**config.mk**
```make
export PLATFORM = sky130hd
export DESIGN_NAME = lcd_cgram_loader
export DESIGN_NICKNAME = d
export VERILOG_FILES = /design/src/rtl/lcd_pkg.sv /design/src/rtl/lcd_nibble_writer.sv /design/src/rtl/lcd_cgram_loader.sv
export SDC_FILE = /design/constraint.sdc
export NUM_CORES = 1
export LEC_CHECK = 0
export ABC_AREA = 1
export CAP_MARGIN = 20
export CORE_UTILIZATION = 50
export DETAILED_ROUTE_END_ITERATION = 6
export PLACE_DENSITY = 0.75
export SYNTH_ARGS = -nofsm -noshare
export SYNTH_HDL_FRONTEND = slang
export SYNTH_SLANG_ARGS = --single-unit
export TNS_END_PERCENT = 30
```
**constraint.sdc**
```tcl
create_clock -name clk -period 5.5 [get_ports clk]
set_input_delay 1.375 -clock clk [delete_from_list [all_inputs] [get_ports clk]]
set_output_delay 1.375 -clock clk [all_outputs]
set_load 0.005 [all_outputs]
```
**src/rtl/lcd_pkg.sv**
```systemverilog
// Shared types and constants for the LCD CGRAM loader.
package lcd_pkg;

    // Glyph/row sequencing states of the loader.
    typedef enum logic [1:0] {
        ST_IDLE   = 2'd0,
        ST_CMD    = 2'd1,
        ST_ROW    = 2'd2,
        ST_FINISH = 2'd3
    } state_t;

    // Phases of one nibble transfer on the LCD bus.
    typedef enum logic [1:0] {
        PH_SETUP = 2'd0,
        PH_PULSE = 2'd1,
        PH_HOLD  = 2'd2,
        PH_GAP   = 2'd3
    } phase_t;

    // Set-CGRAM-address command; the glyph index occupies bits 5:3.
    localparam logic [7:0] CGRAM_CMD = 8'h40;

    function automatic logic [7:0] cgram_cmd(input logic [2:0] glyph);
        return CGRAM_CMD | {2'b00, glyph, 3'b000};
    endfunction

    function automatic int max4(input int a, input int b, input int c, input int d);
        int m;
        m = a;
        if (b > m) m = b;
        if (c > m) m = c;
        if (d > m) m = d;
        return m;
    endfunction

endpackage

```
**src/rtl/lcd_nibble_writer.sv**
```systemverilog
// Serialises one byte as two 4-bit nibbles with SETUP/PULSE/HOLD timing and
// a trailing GAP. Handshake: a byte is taken on a clock edge where
// byte_valid && byte_ready; byte_ready is high while idle and in the final
// cycle of a byte (where byte_done pulses), so bytes can run back to back.
module lcd_nibble_writer
    import lcd_pkg::*;
#(
    parameter int T_SETUP = 1,
    parameter int T_PULSE = 2,
    parameter int T_HOLD  = 1,
    parameter int T_GAP   = 3
) (
    input  logic       clk,
    input  logic       rst_n,
    input  logic       byte_valid,
    output logic       byte_ready,
    input  logic [7:0] byte_in,
    input  logic       byte_rs,
    output logic       byte_done,
    output logic       rs,
    output logic       e,
    output logic [3:0] data
);

    localparam int MAX_T = max4(T_SETUP, T_PULSE, T_HOLD, T_GAP);
    localparam int CW    = (MAX_T > 1) ? $clog2(MAX_T) : 1;

    localparam logic [CW-1:0] SETUP_LAST = CW'(T_SETUP - 1);
    localparam logic [CW-1:0] PULSE_LAST = CW'(T_PULSE - 1);
    localparam logic [CW-1:0] HOLD_LAST  = CW'(T_HOLD - 1);
    localparam logic [CW-1:0] GAP_LAST   = CW'((T_GAP > 0) ? T_GAP - 1 : 0);

    logic          active_q;
    logic          hi_q;
    phase_t        phase_q;
    logic [CW-1:0] cnt_q;
    logic [3:0]    lo_nib_q;
    logic          launch;

    // Last cycle of a byte: end of GAP, or end of the low nibble HOLD when there is no gap.
    assign byte_done  = active_q &&
                        ((phase_q == PH_GAP && cnt_q == GAP_LAST) ||
                         ((T_GAP == 0) && phase_q == PH_HOLD && !hi_q && cnt_q == HOLD_LAST));
    assign byte_ready = !active_q || byte_done;
    assign launch     = byte_valid && byte_ready;

    // Nibble phase sequencer; rs/data only change when a nibble's SETUP starts.
    always_ff @(posedge clk or negedge rst_n) begin
        if (!rst_n) begin
            active_q <= 1'b0;
            hi_q     <= 1'b0;
            phase_q  <= PH_SETUP;
            cnt_q    <= '0;
            lo_nib_q <= 4'h0;
            rs       <= 1'b0;
            e        <= 1'b0;
            data     <= 4'h0;
        end else if (launch) begin
            active_q <= 1'b1;
            hi_q     <= 1'b1;
            phase_q  <= PH_SETUP;
            cnt_q    <= '0;
            lo_nib_q <= byte_in[3:0];
            rs       <= byte_rs;
            e        <= 1'b0;
            data     <= byte_in[7:4];
        end else if (byte_done) begin
            active_q <= 1'b0;
            phase_q  <= PH_SETUP;
            cnt_q    <= '0;
        end else if (active_q) begin
            case (phase_q)
                PH_SETUP: begin
                    if (cnt_q == SETUP_LAST) begin
                        phase_q <= PH_PULSE;
                        cnt_q   <= '0;
                        e       <= 1'b1;
                    end else begin
                        cnt_q <= cnt_q + 1'b1;
                    end
                end
                PH_PULSE: begin
                    if (cnt_q == PULSE_LAST) begin
                        phase_q <= PH_HOLD;
                        cnt_q   <= '0;
                        e       <= 1'b0;
                    end else begin
                        cnt_q <= cnt_q + 1'b1;
                    end
                end
                PH_HOLD: begin
                    if (cnt_q == HOLD_LAST) begin
                        cnt_q <= '0;
                        if (hi_q) begin
                            hi_q    <= 1'b0;
                            data    <= lo_nib_q;
                            phase_q <= PH_SETUP;
                        end else begin
                            phase_q <= PH_GAP;
                        end
                    end else begin
                        cnt_q <= cnt_q + 1'b1;
                    end
                end
                default: begin
                    cnt_q <= cnt_q + 1'b1;
                end
            endcase
        end
    end

endmodule

```
**src/rtl/lcd_cgram_loader.sv**
```systemverilog
// Loads glyph patterns into HD44780-style CGRAM over a 4-bit bus: per glyph a
// set-CGRAM-address command followed by eight row bytes from an external ROM.
// The ROM address leads the byte on the bus by one byte so the next row
// pattern is already valid in the cycle that row is launched.
module lcd_cgram_loader
    import lcd_pkg::*;
#(
    parameter int NUM_GLYPHS = 7,
    parameter int T_SETUP    = 1,
    parameter int T_PULSE    = 2,
    parameter int T_HOLD     = 1,
    parameter int T_GAP      = 3
) (
    input  logic       clk,
    input  logic       rst_n,
    input  logic       start_all,
    input  logic       start_one,
    input  logic [2:0] glyph_sel,
    output logic [2:0] rom_glyph,
    output logic [2:0] rom_row,
    input  logic [4:0] rom_data,
    output logic       rs,
    output logic       rw,
    output logic       e,
    output logic [3:0] data,
    output logic       busy,
    output logic       done,
    output logic       init_end,
    output logic [1:0] state_dbg
);

    localparam logic [3:0] GLYPH_COUNT = 4'(NUM_GLYPHS);
    localparam logic [2:0] LAST_GLYPH  = 3'(NUM_GLYPHS - 1);

    state_t     state_q;
    logic [2:0] glyph_q;
    logic [2:0] last_q;
    logic [2:0] row_q;
    logic       full_q;

    logic       wr_valid;
    logic       wr_ready;
    logic       wr_done;
    logic [7:0] wr_byte;
    logic       wr_rs;
    logic       take_all;
    logic       take_one;

    assign rw        = 1'b0;
    assign state_dbg = state_q;
    assign take_all  = start_all && wr_ready;
    assign take_one  = start_one && wr_ready && ({1'b0, glyph_sel} < GLYPH_COUNT);

    // Select the next byte to hand to the writer (start_all wins over start_one).
    always_comb begin
        wr_valid = 1'b0;
        wr_byte  = 8'h00;
        wr_rs    = 1'b0;
        case (state_q)
            ST_IDLE: begin
                if (take_all) begin
                    wr_valid = 1'b1;
                    wr_byte  = cgram_cmd(3'd0);
                end else if (take_one) begin
                    wr_valid = 1'b1;
                    wr_byte  = cgram_cmd(glyph_sel);
                end
            end
            ST_CMD: begin
                if (wr_done) begin
                    wr_valid = 1'b1;
                    wr_byte  = {3'b000, rom_data};
                    wr_rs    = 1'b1;
                end
            end
            ST_ROW: begin
                if (wr_done) begin
                    if (row_q != 3'd7) begin
                        wr_valid = 1'b1;
                        wr_byte  = {3'b000, rom_data};
                        wr_rs    = 1'b1;
                    end else if (glyph_q != last_q) begin
                        wr_valid = 1'b1;
                        wr_byte  = cgram_cmd(glyph_q + 3'd1);
                    end
                end
            end
            default: ;
        endcase
    end

    // Glyph/row sequencing FSM with registered status and ROM address.
    always_ff @(posedge clk or negedge rst_n) begin
        if (!rst_n) begin
            state_q   <= ST_IDLE;
            glyph_q   <= 3'd0;
            last_q    <= 3'd0;
            row_q     <= 3'd0;
            full_q    <= 1'b0;
            rom_glyph <= 3'd0;
            rom_row   <= 3'd0;
            busy      <= 1'b0;
            done      <= 1'b0;
            init_end  <= 1'b0;
        end else begin
            done <= 1'b0;
            case (state_q)
                ST_IDLE: begin
                    if (take_all) begin
                        glyph_q   <= 3'd0;
                        last_q    <= LAST_GLYPH;
                        full_q    <= 1'b1;
                        row_q     <= 3'd0;
                        rom_glyph <= 3'd0;
                        rom_row   <= 3'd0;
                        busy      <= 1'b1;
                        state_q   <= ST_CMD;
                    end else if (take_one) begin
                        glyph_q   <= glyph_sel;
                        last_q    <= glyph_sel;
                        full_q    <= 1'b0;
                        row_q     <= 3'd0;
                        rom_glyph <= glyph_sel;
                        rom_row   <= 3'd0;
                        busy      <= 1'b1;
                        state_q   <= ST_CMD;
                    end
                end
                ST_CMD: begin
                    if (wr_done) begin
                        row_q   <= 3'd0;
                        rom_row <= 3'd1;
                        state_q <= ST_ROW;
                    end
                end
                ST_ROW: begin
                    if (wr_done) begin
                        if (row_q != 3'd7) begin
                            row_q <= row_q + 3'd1;
                            if (row_q == 3'd6) begin
                                rom_row <= 3'd0;
                                if (glyph_q != last_q) rom_glyph <= glyph_q + 3'd1;
                            end else begin
                                rom_row <= row_q + 3'd2;
                            end
                        end else if (glyph_q != last_q) begin
                            glyph_q <= glyph_q + 3'd1;
                            row_q   <= 3'd0;
                            state_q <= ST_CMD;
                        end else begin
                            busy    <= 1'b0;
                            done    <= 1'b1;
                            if (full_q) init_end <= 1'b1;
                            state_q <= ST_FINISH;
                        end
                    end
                end
                default: begin
                    glyph_q   <= 3'd0;
                    last_q    <= 3'd0;
                    row_q     <= 3'd0;
                    rom_glyph <= 3'd0;
                    rom_row   <= 3'd0;
                    state_q   <= ST_IDLE;
                end
            endcase
        end
    end

    lcd_nibble_writer #(
        .T_SETUP (T_SETUP),
        .T_PULSE (T_PULSE),
        .T_HOLD  (T_HOLD),
        .T_GAP   (T_GAP)
    ) u_writer (
        .clk        (clk),
        .rst_n      (rst_n),
        .byte_valid (wr_valid),
        .byte_ready (wr_ready),
        .byte_in    (wr_byte),
        .byte_rs    (wr_rs),
        .byte_done  (wr_done),
        .rs         (rs),
        .e          (e),
        .data       (data)
    );

endmodule
```
After elaboration in Yosys (flattened, before gate mapping)
Cells that the tools add are included.
- magnitude comparators: 1
- reduce and logical (&&, ||, !) cells: 36
- bitwise logic cells: 4
- equal/unequal tests: 25
- mux-type cells: 93
- add/sub/neg operators: 4
- operators by type and width (operator ; number):
    3-bit 2-to-1 mux ; 19
    2-bit 2-to-1 mux ; 18
    3-bit case mux with 3 select lines ; 4
    7-bit 2-to-1 mux ; 5
    1-bit 2-to-1 mux ; 31
    5-bit AND reduction ; 6
    4-bit 2-to-1 mux ; 6
    7-bit case mux with 3 select lines ; 1
    4-bit AND reduction ; 4
    2-bit nonzero test ; 7
    2-bit inequality test, second input constant ; 6
    4-bit by 1-bit inequality test with 1-bit output, second input constant ; 3
    2-bit case mux with 3 select lines ; 2
    3-bit inequality test, second input constant ; 3
    2-bit equality test, second input constant ; 4
    3-bit by 1-bit adder with 3-bit output, second input constant ; 2
    2-bit by 1-bit equality test with 1-bit output, second input constant ; 3
    1-bit logical AND ; 6
    2-bit zero test ; 3
    3-bit by 1-bit inequality test with 1-bit output, second input constant ; 2
    1-bit case mux with 2 select lines ; 3
    3-bit case mux with 2 select lines ; 1
    6-bit AND reduction ; 1
    3-bit nonzero test ; 2
    15 further kinds ; 21
- logic and storage cells: 181
- output and inout port bits: 18
- bits of input ports: 12
- register bits after elaboration: 37

Depth between registers and ports, before layout
Gate-level depths: netlist (run 1).
- depth in word-level cells: 12
- depth in mapped cells: 14
- depth with buffers taken out: 13

Cells and area by module
A second synthesis (run 1) with hierarchy kept.
- cells, all modules: 304
- area, all modules: 2393.5 µm²
- by module, submodules not included (module ; seq. area each (µm²) ; area each (µm²) ; instances ; cells each):
    lcd_cgram_loader ; 525.5 ; 1412.6 ; 1 ; 184
    lcd_nibble_writer ; 400.4 ; 980.9 ; 1 ; 120

Least setup slack after synthesis (run 1)
Ideal clock, no wire load.
- path kind: input -> register
- from: in glyph_sel[0]
- to: reg u_writer.phase_q[0]
- slack: 3158 ps
- buffers on the path: 1
- stages: 10
- setup time: 117 ps
- required time: 5383 ps
- data arrival time: 2225 ps
- cell sequence: nand3_1 > nand3_4 > nand2_1 > nand2_2 > nand3_4 > nand2_4 > buf_6 > nand3_4 > nand3_1 > nand2_1
- cells in the longest elaborated chain, start to end: 8
- elaborated cells between the ends (all ways): 13
- classes of those cells: order compare: 1; eq/ne: 3; mux: 4; reduce/logical: 5
- ends and longest elaborated chain (element ; line ; RTL):
    from (decl) ; lcd_cgram_loader.sv:18 ; input logic [2:0] glyph_sel,
    3-bit < comparator (*) ; lcd_cgram_loader.sv:52 ; assign take_one = start_one && wr_ready && ({1'b0, glyph_sel} < GLYPH_COUNT);
    1-bit logical AND (*) ; lcd_cgram_loader.sv:52 ;
    1-bit 2-to-1 mux (*) ; lcd_cgram_loader.sv:64 ; end else if (take_one) begin
    1-bit 2-to-1 mux (*) ; lcd_cgram_loader.sv:61 ; if (take_all) begin
    1-bit case mux with 3 select lines (*) ; lcd_cgram_loader.sv:59 ; case (state_q)
    1-bit logical AND (*) ; lcd_nibble_writer.sv:45 ; assign launch = byte_valid && byte_ready;
    4-bit by 1-bit inequality test with 1-bit output (no line) (tied with other cells) ; - ;
    5-bit AND reduction (no line) ; - ;
    to (signal assigned) ; lcd_nibble_writer.sv:52 ; phase_q <= PH_SETUP;
    to (signal assigned) ; lcd_nibble_writer.sv:61 ; phase_q <= PH_SETUP;
    to (signal assigned) ; lcd_nibble_writer.sv:69 ; phase_q <= PH_SETUP;
    to (decl) ; lcd_nibble_writer.sv:35 ; phase_t phase_q;
Every way passes the cells marked *; elsewhere a longest branch is shown, timed or not.
A chain may end at the register's enable or synchronous reset.

Worst setup path after layout (run 1)
- from: in glyph_sel[1]
- to: reg u_writer.data[3]
- cells in the longest elaborated chain, start to end: 8
- elaborated cells between the ends (all ways): 13
- classes of those cells: order compare: 1; eq/ne: 1; mux: 4; reduce/logical: 7
- ends and longest elaborated chain (element ; line ; RTL):
    3-bit < comparator (*) ; lcd_cgram_loader.sv:52 ;
    1-bit logical AND (*) ; lcd_cgram_loader.sv:52 ;
    1-bit 2-to-1 mux (*) ; lcd_cgram_loader.sv:64 ;
    1-bit 2-to-1 mux (*) ; lcd_cgram_loader.sv:61 ;
    1-bit case mux with 3 select lines (*) ; lcd_cgram_loader.sv:59 ;
    1-bit logical AND (*) ; lcd_nibble_writer.sv:45 ;
    2-bit inequality test (no line) / 2-bit nonzero test (equally long branches) ; - ;
    5-bit AND reduction (no line) ; - ;
    to (signal assigned) ; lcd_nibble_writer.sv:66 ; data <= byte_in[7:4];
    to (signal assigned) ; lcd_nibble_writer.sv:96 ; data <= lo_nib_q;
    to (decl) ; lcd_nibble_writer.sv:22 ; output logic [3:0] data
Marks and branches as above.

==> results of run 1 <==
[tightest hold or removal path, cell delays in order, from the launching register on]
cell,delay (ns)
dfrtp_1,0.35
nand2_2,0.06
nand2_1,0.05
[kinds of logic after synthesis]
group,Yosys count,synth area share (%)
adder cells (fa/ha/maj),15,8.324
other,1,0.1663
AND/OR/NAND/NOR,135,29.02
buffers and inverters,39,7.048
flip-flops,37,41.07
XOR/XNOR,2,0.7771
AO/OA/AOI/OAI,51,13.60
[report_power, final]
| group | switching [uW] | leakage [uW] | internal (uW) |
|---|---|---|---|
| registers | 73.8 | 0.000483 | 369 |
| clock network | 106 | 0.0000687 | 183 |
| logic | 482 | 0.000793 | 308 |
[flip-flops by register name, indices dropped and copies added, names as in the netlist, 3 cells and up]
signal / count
u_writer.lo_nib_q: 4
glyph_q: 3
u_writer.data: 4
rom_glyph: 3
row_q: 3
rom_row: 3
last_q: 3
[worst min path at each step]
stage                              start  cells after the start                    to
floorplan           u_writer.lo_nib_q[0]                      2  u_writer.lo_nib_q[0]
global placement            rom_glyph[1]                      2          rom_glyph[1]
detailed placement  u_writer.lo_nib_q[2]                      2  u_writer.lo_nib_q[2]
CTS                         rom_glyph[0]                      2          rom_glyph[0]
global route                rom_glyph[2]                      2          rom_glyph[2]
finish              u_writer.lo_nib_q[2]                      2  u_writer.lo_nib_q[2]
[cell type report]
class | count | area (um^2) | share of cell area (%)
Tap cell | 52 | 65.06 | 2.409
Multi-Input combinational cell | 204 | 1170 | 43.31
Timing Repair Buffer | 28 | 275.3 | 10.19
Clock inverter | 3 | 68.82 | 2.547
Inverter | 34 | 127.6 | 4.724
Sequential cell | 37 | 925.9 | 34.28
Clock buffer | 5 | 68.82 | 2.547
[routing by layer]
metal	up-vias	global-route usage [%]	wire [um]
met1	923	27.90	2188
met2	61	37.22	2341
met4	0	8.390	114
met5	-	0	0
met3	13	4.971	206
li1	969	-	-
[cells in the final DEF (no fill, tap or decap), types with 3 or more instances in the layout]
master and count:
nand3_4 4, nor2_1 13, dfrtp_1 37, o21ai_0 23, nand2_1 83, o22ai_1 3
clkdlybuf4s50_1 27, nand3_1 13, nand4_1 4, ha_1 15, nor2_2 3, nand2_2 8
clkbuf_8 5, o211ai_1 4, a21oi_1 10, inv_1 32
[per-stage QoR]
stage	hold slack, ns	util [%]	cell area (um^2)	power (uW)
global placement	0.4537	58.88	2564	1210
floorplan	0.4367	-	2255	999.1
global route	0.5055	62.04	2701	1651
detailed placement	0.4591	58.88	2564	1226
CTS	0.4808	62.04	2701	1527
finish	0.4780	62.04	2701	1522
==> metrics, run 1 <==
outcome complete, no violations; most frequent cells after synthesis 83 x nand2_1, 37 x dfrtp_1, 32 x inv_1; Critical R2R Capture u_writer.phase_q[1]; max-slew violations 0; #FFs+latches synth 37; unrepaired setup endpoints after global routing false; CP peak stage delay 0.52 ns; Setup Skew 0.009706 ns; final wirelength 4851 um; worst-case reg-to-reg path depth 11; Synth top area share 41.07%; Tcrit/Tclk final 50.15%; initial antenna violation count 0; CP Capture Point u_writer.data[3]; Area growth, synth to finish 19.81%; critical path required time 5.73 ns; Peak VDD IR 0.0002996 V; Syn Nets 307; Chip Width 69.15 um; leakage power figure 0.001345 uW; Clk Latency, worst-skew pair 0.30 ns; wire per inst 13.36 um; Initial Util 51.78%; CP bufs+invs 2; Fillers 394; Crit. Startpoint glyph_sel[1]; DR pass1 iterations 4; gr usage total 22.21%; most used cell along the critical path nand2_1; slew margin rel. 46.27%; WP depth 11; Worst-path clk slew 0.08 ns; Clock Sinks 37; Synth Instances 280; Syn Area/Cell 8.052 um^2; post-CTS sizing 0; Crit Path Class input pin to register; crit path time final 2.758 ns; Post-CTS Hold Fix Bufs 0; DRT iter0 DRCs 127; count leader, synth nand2_1; clk root buf clkbuf_8; worst-path fanout max 12; number of synthesized flops with an enable pin 0; fmax 0.3626 GHz; GPL Wtd Cong 0.8426; Final WS setup 2.742 ns; Yosys cell types 37; crit path DAT 2.99 ns; # IOs 30; GRT overflow 0; ranking of synthesized cells by area dfrtp_1 41%, nand2_1 14%, ha_1 8.3%; yosys warns 0; Ant. Diodes 0; CP Cell Sequence clkdlybuf4s50_1, nand3_1, nand3_4, nand2_1, nand2_2, nand3_4, nand2_4, nand2_1, inv_1, nand2_1, o21ai_1; Worst-Margin Slew 0.8060 ns; TritonCTS clock tree built; first-pass GRT wire length 8445 um; Die ar. 4782 um^2; setup violators final 0; vias in the first global route 1855; Core Area 4354 um^2; setup slack, reg-to-reg 3.06 ns; pin count of the biggest net entering global routing 38; post-detail-place hpwl 3562 um; H-tree depth 2; Synth area leader dfrtp_1; register area share after synthesis 41.07%; CP top delay family simple AND/OR/NAND/NOR gates; dominant synthesized flop cell dfrtp_1; r2r startpoint state_dbg[0]; Layout Nets 337; Fin. Hold Viols 0; I/O Buffers 28; maximum clock path buffer count 2; Cell Rows 24; Netlist Area Pre-Place 2255 um^2; height of the die 69.15 um; Max Cap Viol 0; Hold WC Path Type register to register; Worst Setup End Kind register; placed cells 355; fin cells 363; critical path's slowest cell clkdlybuf4s50_1; Post-synth ARST share 100.0%; pre-CTS worst setup slack 2.444 ns; pwr dens 563.5 nW/um^2; Final ANT Viol Nets 0; Critical Path Source Type input pin; via/cell ratio 5.416; ratio of cells with drive above 1 in the final layout 10.93%; CTS Buf Count 5; drt drc 0; Post-CTS Setup Bufs 0; setup_tns 0 ns; via count 1966
Note: power is estimated with default switching activity, not from simulation.
==> inputs of run 2 (changes only) <==
--- a/config.mk
+++ b/config.mk
@@ -9,7 +9,7 @@
 export CAP_MARGIN = 20
 export CORE_UTILIZATION = 50
 export DETAILED_ROUTE_END_ITERATION = 6
-export PLACE_DENSITY = 0.75
+export PLACE_DENSITY = 0.77
 export SYNTH_ARGS = -nofsm -noshare
 export SYNTH_HDL_FRONTEND = slang
 export SYNTH_SLANG_ARGS = --single-unit
==> constraint.sdc (replaced) <==
create_clock -name clk -period 2.2 [get_ports clk]
set_input_delay 0.55 -clock clk [delete_from_list [all_inputs] [get_ports clk]]
set_output_delay 0.55 -clock clk [all_outputs]
set_load 0.005 [all_outputs]
==> run 2 against run 1 <==
  * Setup slack lost 2.5 ns
  * Critical path type is now register to register
  * Highest routed layer unchanged
  * Critical path depth grew 2
  * Critical endpoint is now u_writer.phase_q[1]
  * Sequential cell count is the same
  * Total power grew to 2.5 times the previous value
  * Register-to-register slack lost 2.8 ns
  * Worst hold slack lost 0.27 ns
  * Die area is the same
  * Sequential power grew 150%
  * Via count grew 0.10%
  * Largest cell class unchanged
==> metrics, run 2 (synthesis results as in run 1) <==
Hold WC Path Type input pin to async pin; critical path required time 2.39 ns (-3.34 ns); Initial Util 51.78% (unchanged); Tcrit/Tclk final 89.13%; pwr dens 1386 nW/um^2 (+150%); post-detail-place hpwl 3776 um (+6.0%); ratio of cells with drive above 1 in the final layout 13.75% (+2.8 points); Critical Path Source Type register; pre-CTS worst setup slack 0.03372 ns (-2.410 ns); Worst Setup End Kind register; clk root buf clkbuf_8; final hold slack 0.2077 ns (-0.2703 ns); Cell Rows 24 (unchanged); crit path DAT 2.16 ns (-0.83 ns); Layout Utilization 63.65% (+1.6 points); maximum clock path buffer count 2 (unchanged); GRT overflow 0 (unchanged); Worst-path clk slew 0.08 ns (about the same); pin count of the biggest net entering global routing 22 (-42%); fmax 0.5100 GHz; CP bufs+invs 1 (-1); Setup Skew 0.009082 ns (-0.0006232 ns); Clk Latency, worst-skew pair 0.30 ns (about the same); Area growth, synth to finish 22.92%; Layout Nets 346 (+2.7%); final wirelength 4923 um (+1.5%); fin area 2771 um^2 (+2.6%); GPL Wtd Cong 0.8586 (+1.9%); CP peak stage delay 0.40 ns (-0.12 ns); commonest non-fill, non-tap cell in the layout nand2_1; setup violators final 0 (unchanged); CP top delay family simple AND/OR/NAND/NOR gates; wire per inst 13.23 um (-0.97%); unrepaired setup endpoints after global routing false; gr usage total 23.24% (+1.0 points); setup_tns 0 ns (unchanged); critical path's slowest cell dfrtp_1; max-slew violations 0 (unchanged); Ant. Diodes 0 (unchanged); drt drc 0 (unchanged); CP Cell Sequence inv_1, ha_2, nand2_2, nand2_4, nand2_2, nand2_1, nand2_2, nand3_4, nand2_4, nand2_1, nand2_2, nand2_1, nand2_1; vias in the first global route 2021 (+8.9%); Core Area 4354 um^2 (unchanged); commonest cells after routing, fill and taps aside 83 x nand2_1, 37 x dfrtp_1, 32 x inv_1; Peak VDD IR 0.0008079 V (+170%); TritonCTS clock tree built; # IOs 30 (unchanged); DRT iter0 DRCs 101 (-20%); via count 1968 (+0.10%); Final WS setup 0.2391 ns (-2.503 ns); H-tree depth 2 (unchanged); worst-path fanout max 12 (unchanged); Max Cap Viol 0 (unchanged); initial antenna violation count 0 (unchanged); height of the die 69.15 um (unchanged); outcome complete, no violations; Chip Width 69.15 um (unchanged); first-pass GRT wire length 8901 um (+5.4%); DR pass1 iterations 4 (unchanged); biggest regs u_writer.data (4), u_writer.lo_nib_q (4); crit path time final 1.961 ns; leakage power figure 0.001387 uW (+3.1%); I/O Buffers 28 (unchanged); Fin. Hold Viols 0 (unchanged); Final ANT Viol Nets 0 (unchanged); Clock Sinks 37 (unchanged); Post-DP Area 2631 um^2 (+2.6%); Die ar. 4782 um^2 (unchanged); via/cell ratio 5.290 (-2.3%); Crit Path Class register to register; CTS Buf Count 5 (unchanged)
==> run 2: cell types whose count changed in the layout (fill, tap and decap cells not counted) <==
cell / delta
buf_4: +9
ha_1: -1
ha_2: +1
==> run 2: per-layer routing <==
metal / GRT usage, % / wire (um)
met5: 0 / 0
met2: 38.73 / 2426
met4: 9.751 / 61
met3: 3.363 / 198
met1: 30.16 / 2237
==> run 2: layout make-up <==
type                    count  area [um^2]
fillers                   364         1583
repair buffers             37        342.8
inverters                  34        127.6
multi-input cells         204         1172
clock buffers               5        68.82
clock inverters             3        68.82
flip-flops and latches     37        925.9
well taps                  52        65.06
==> run 2: worst paths after layout <==
check                                       start                  end  slack (ns)  cells past startpoint
worst min-delay path                        rst_n  u_writer.phase_q[0]        0.21                      1
min in group clk                     rom_glyph[1]         rom_glyph[1]        0.48                      2
worst min register to register       rom_glyph[1]         rom_glyph[1]        0.48                      2
worst max register to register  u_writer.cnt_q[0]  u_writer.phase_q[1]        0.24                     13
max in group asynchronous                   rst_n                 done        1.46                      2
worst max-delay path            u_writer.cnt_q[0]  u_writer.phase_q[1]        0.24                     13
==> run 2: where the power goes <==
part | internal [uW] | total, uW | switching [uW]
logic | 803 | 2020 | 1220
clock network | 456 | 717 | 261
registers | 923 | 1100 | 182
total | 2180 | 3840 | 1660
==> run 2: worst register-to-register path: cells and delay by family, from the launching register on <==
family | cells | cell delay (ns)
fa+ha+maj | 1 | 0.25
buf+inv | 1 | 0.11
flops | 1 | 0.40
simple gates | 11 | 1.10
==> run 2: repair_timing <==
item,4_1_cts,5_1_grt
setup endpoints to repair,0,9
hold buffers,0,0
gates resized for setup,0,1
setup buffers,0,0
==> run 2: per-stage QoR <==
step	cells	total power, uW
5_1_grt	372	4187
2_1_floorplan	280	2498
4_1_cts	372	3840
3_5_place_dp	364	3105
3_3_place_gp	364	3068
6_report	372	3841
==> inputs of run 3 (changes only) <==
--- a/config.mk
+++ b/config.mk
@@ -8,8 +8,10 @@
 export ABC_AREA = 1
 export CAP_MARGIN = 20
 export CORE_UTILIZATION = 50
+export CTS_CLUSTER_DIAMETER = 30
 export DETAILED_ROUTE_END_ITERATION = 6
 export PLACE_DENSITY = 0.77
+export SETUP_SLACK_MARGIN = 0.5
 export SYNTH_ARGS = -nofsm -noshare
 export SYNTH_HDL_FRONTEND = slang
 export SYNTH_SLANG_ARGS = --single-unit
==> run 3 against run 2 <==
  * Non-clock buffer count increased by 22
  * Setup slack improved by 0.19 ns
  * Sequential power about the same
  * Clock power decreased by 37%
  * Wire length increased by 22%
  * Maximum frequency increased by 11%
  * Utilization increased by 7.8 points
  * Global-route usage increased by 2.7 points
  * Via count increased by 10%
  * Clock skew decreased by 0.0071 ns
==> metrics, run 3 (synthesis results as in run 1) <==
Clock Sinks 37 (unchanged); placed cells 363 (-0.27%); Layout Utilization 71.44% (+7.8 points); height of the die 69.15 um (unchanged); drt drc 0 (unchanged); critical path's slowest cell dfrtp_1; Ant. Diodes 0 (unchanged); Chip Width 69.15 um (unchanged); commonest non-fill, non-tap cell in the layout nand2_1; Worst-path clk slew 0.07 ns (about the same); outcome complete, no violations; maximum clock path buffer count 2 (unchanged); Final ANT Viol Nets 0 (unchanged); setup_tns 0 ns (unchanged); CP bufs+invs 2 (+1); critical path required time 2.40 ns (about the same); Post-DP Area 2644 um^2 (+0.48%); TritonCTS clock tree built; via count 2174 (+10%); clk root buf clkbuf_8; pwr dens 1369 nW/um^2 (-1.2%); GRT overflow 0 (unchanged); Worst Setup End Kind register; crit path DAT 1.96 ns (-0.20 ns); # IOs 30 (unchanged); Max Cap Viol 0 (unchanged); ratio of cells with drive above 1 in the final layout 29.12% (+15 points); pin count of the biggest net entering global routing 17 (-23%); leakage power figure 0.001517 uW (+9.4%); Fin. Hold Viols 0 (unchanged); fmax 0.5654 GHz (+11%); H-tree depth 2 (unchanged); CP top delay family simple AND/OR/NAND/NOR gates; biggest regs u_writer.data (4), u_writer.lo_nib_q (4); worst-path fanout max 6 (-6); Tcrit/Tclk final 80.39% (-8.7 points); CP peak stage delay 0.40 ns (about the same); Fillers 306 (-16%); final wirelength 6029 um (+22%); vias in the first global route 2138 (+5.8%); CTS Buf Count 5 (unchanged); max-slew violations 0 (unchanged); fin cells 392 (+5.4%); CP Cell Sequence inv_2, ha_4, nand3_4, buf_4, nand2_1, nand3_4, a21oi_4, o21ai_1, o21a_1; DR pass1 iterations 4 (unchanged); most used cell along the critical path nand3_4; Setup Skew 0.001988 ns (-0.007095 ns); Hold WC Path Type input pin to async pin; I/O Buffers 28 (unchanged); Clk Latency, worst-skew pair 0.30 ns (about the same); DRT iter0 DRCs 167 (+65%); Area growth, synth to finish 37.96%; Crit Path Class register to register; Die ar. 4782 um^2 (unchanged); gr usage total 25.98% (+2.7 points); wire per inst 15.38 um (+16%); unrepaired setup endpoints after global routing true; crit path time final 1.769 ns (-0.1924 ns); fin area 3110 um^2 (+12%); post-detail-place hpwl 3898 um (+3.2%); first-pass GRT wire length 9798 um (+10%); Core Area 4354 um^2 (unchanged); setup violators final 0 (unchanged); Layout Nets 368 (+6.4%); Critical Path Source Type register; via/cell ratio 5.546 (+4.8%); Initial Util 51.78% (unchanged); commonest cells after routing, fill and taps aside 74 x nand2_1, 35 x dfrtp_1, 28 x buf_4; Cell Rows 24 (unchanged); GPL Wtd Cong 0.8841 (+3.0%); Peak VDD IR 0.0007055 V (-13%); initial antenna violation count 0 (unchanged)
## run 3: path summary, 6_finish.rpt
check,from,endpoint,slack [ns],cells after the start
worst max register to register,u_writer.cnt_q[0],rom_row[1],0.43,9
worst max-delay path,u_writer.cnt_q[0],rom_row[1],0.43,9
max in group asynchronous,rst_n,row_q[1],1.55,2
min in group clk,rom_glyph[2],rom_glyph[2],0.48,2
worst min-delay path,rst_n,u_writer.phase_q[1],0.14,1
worst min register to register,rom_glyph[2],rom_glyph[2],0.48,2
## run 3: area by class of cell
type | instances | area (um^2) | area share [%]
well taps | 52 | 65.06 | 2.092
clock inverters | 1 | 5.005 | 0.1609
clock buffers | 5 | 68.82 | 2.212
repair buffers | 59 | 530.5 | 17.06
inverters | 34 | 135.1 | 4.344
flip-flops and latches | 37 | 928.4 | 29.85
multi-input cells | 204 | 1378 | 44.29
## run 3: power breakdown
| part | internal (uW) | switching (uW) | leakage, uW |
|---|---|---|---|
| Clock | 208 | 246 | 0.0000399 |
| Sequential | 927 | 186 | 0.000481 |
| Combinational | 1150 | 1540 | 0.000997 |
## run 3: per-layer routing
metal	share of wire, %	routed length, um	global-route usage (%)
met1	43	2567	33.97
met3	5.0	300	4.386
met5	0	0	0
met4	2.9	173	12.93
met2	50	2988	41.64
## run 3: timing repair
action / CTS / global route
setup buffers: 18 / 5
setup endpoints to repair: 45 / 47
endpoints found under the hold margin: 0 / 0
pin swaps: 7 / 11
hold buffers: 0 / 0
gates resized for setup: 32 / 30
## run 3: stage by stage
step,setup slack (ns),power (uW),hold WS [ns]
3_3_place_gp,0.09747,3095,0.4535
3_5_place_dp,0.03578,3148,0.4691
4_1_cts,0.4502,3951,0.1536
2_1_floorplan,0.4939,2515,0.2544
5_1_grt,0.3518,4572,0.1789
6_report,0.4314,4259,0.1437
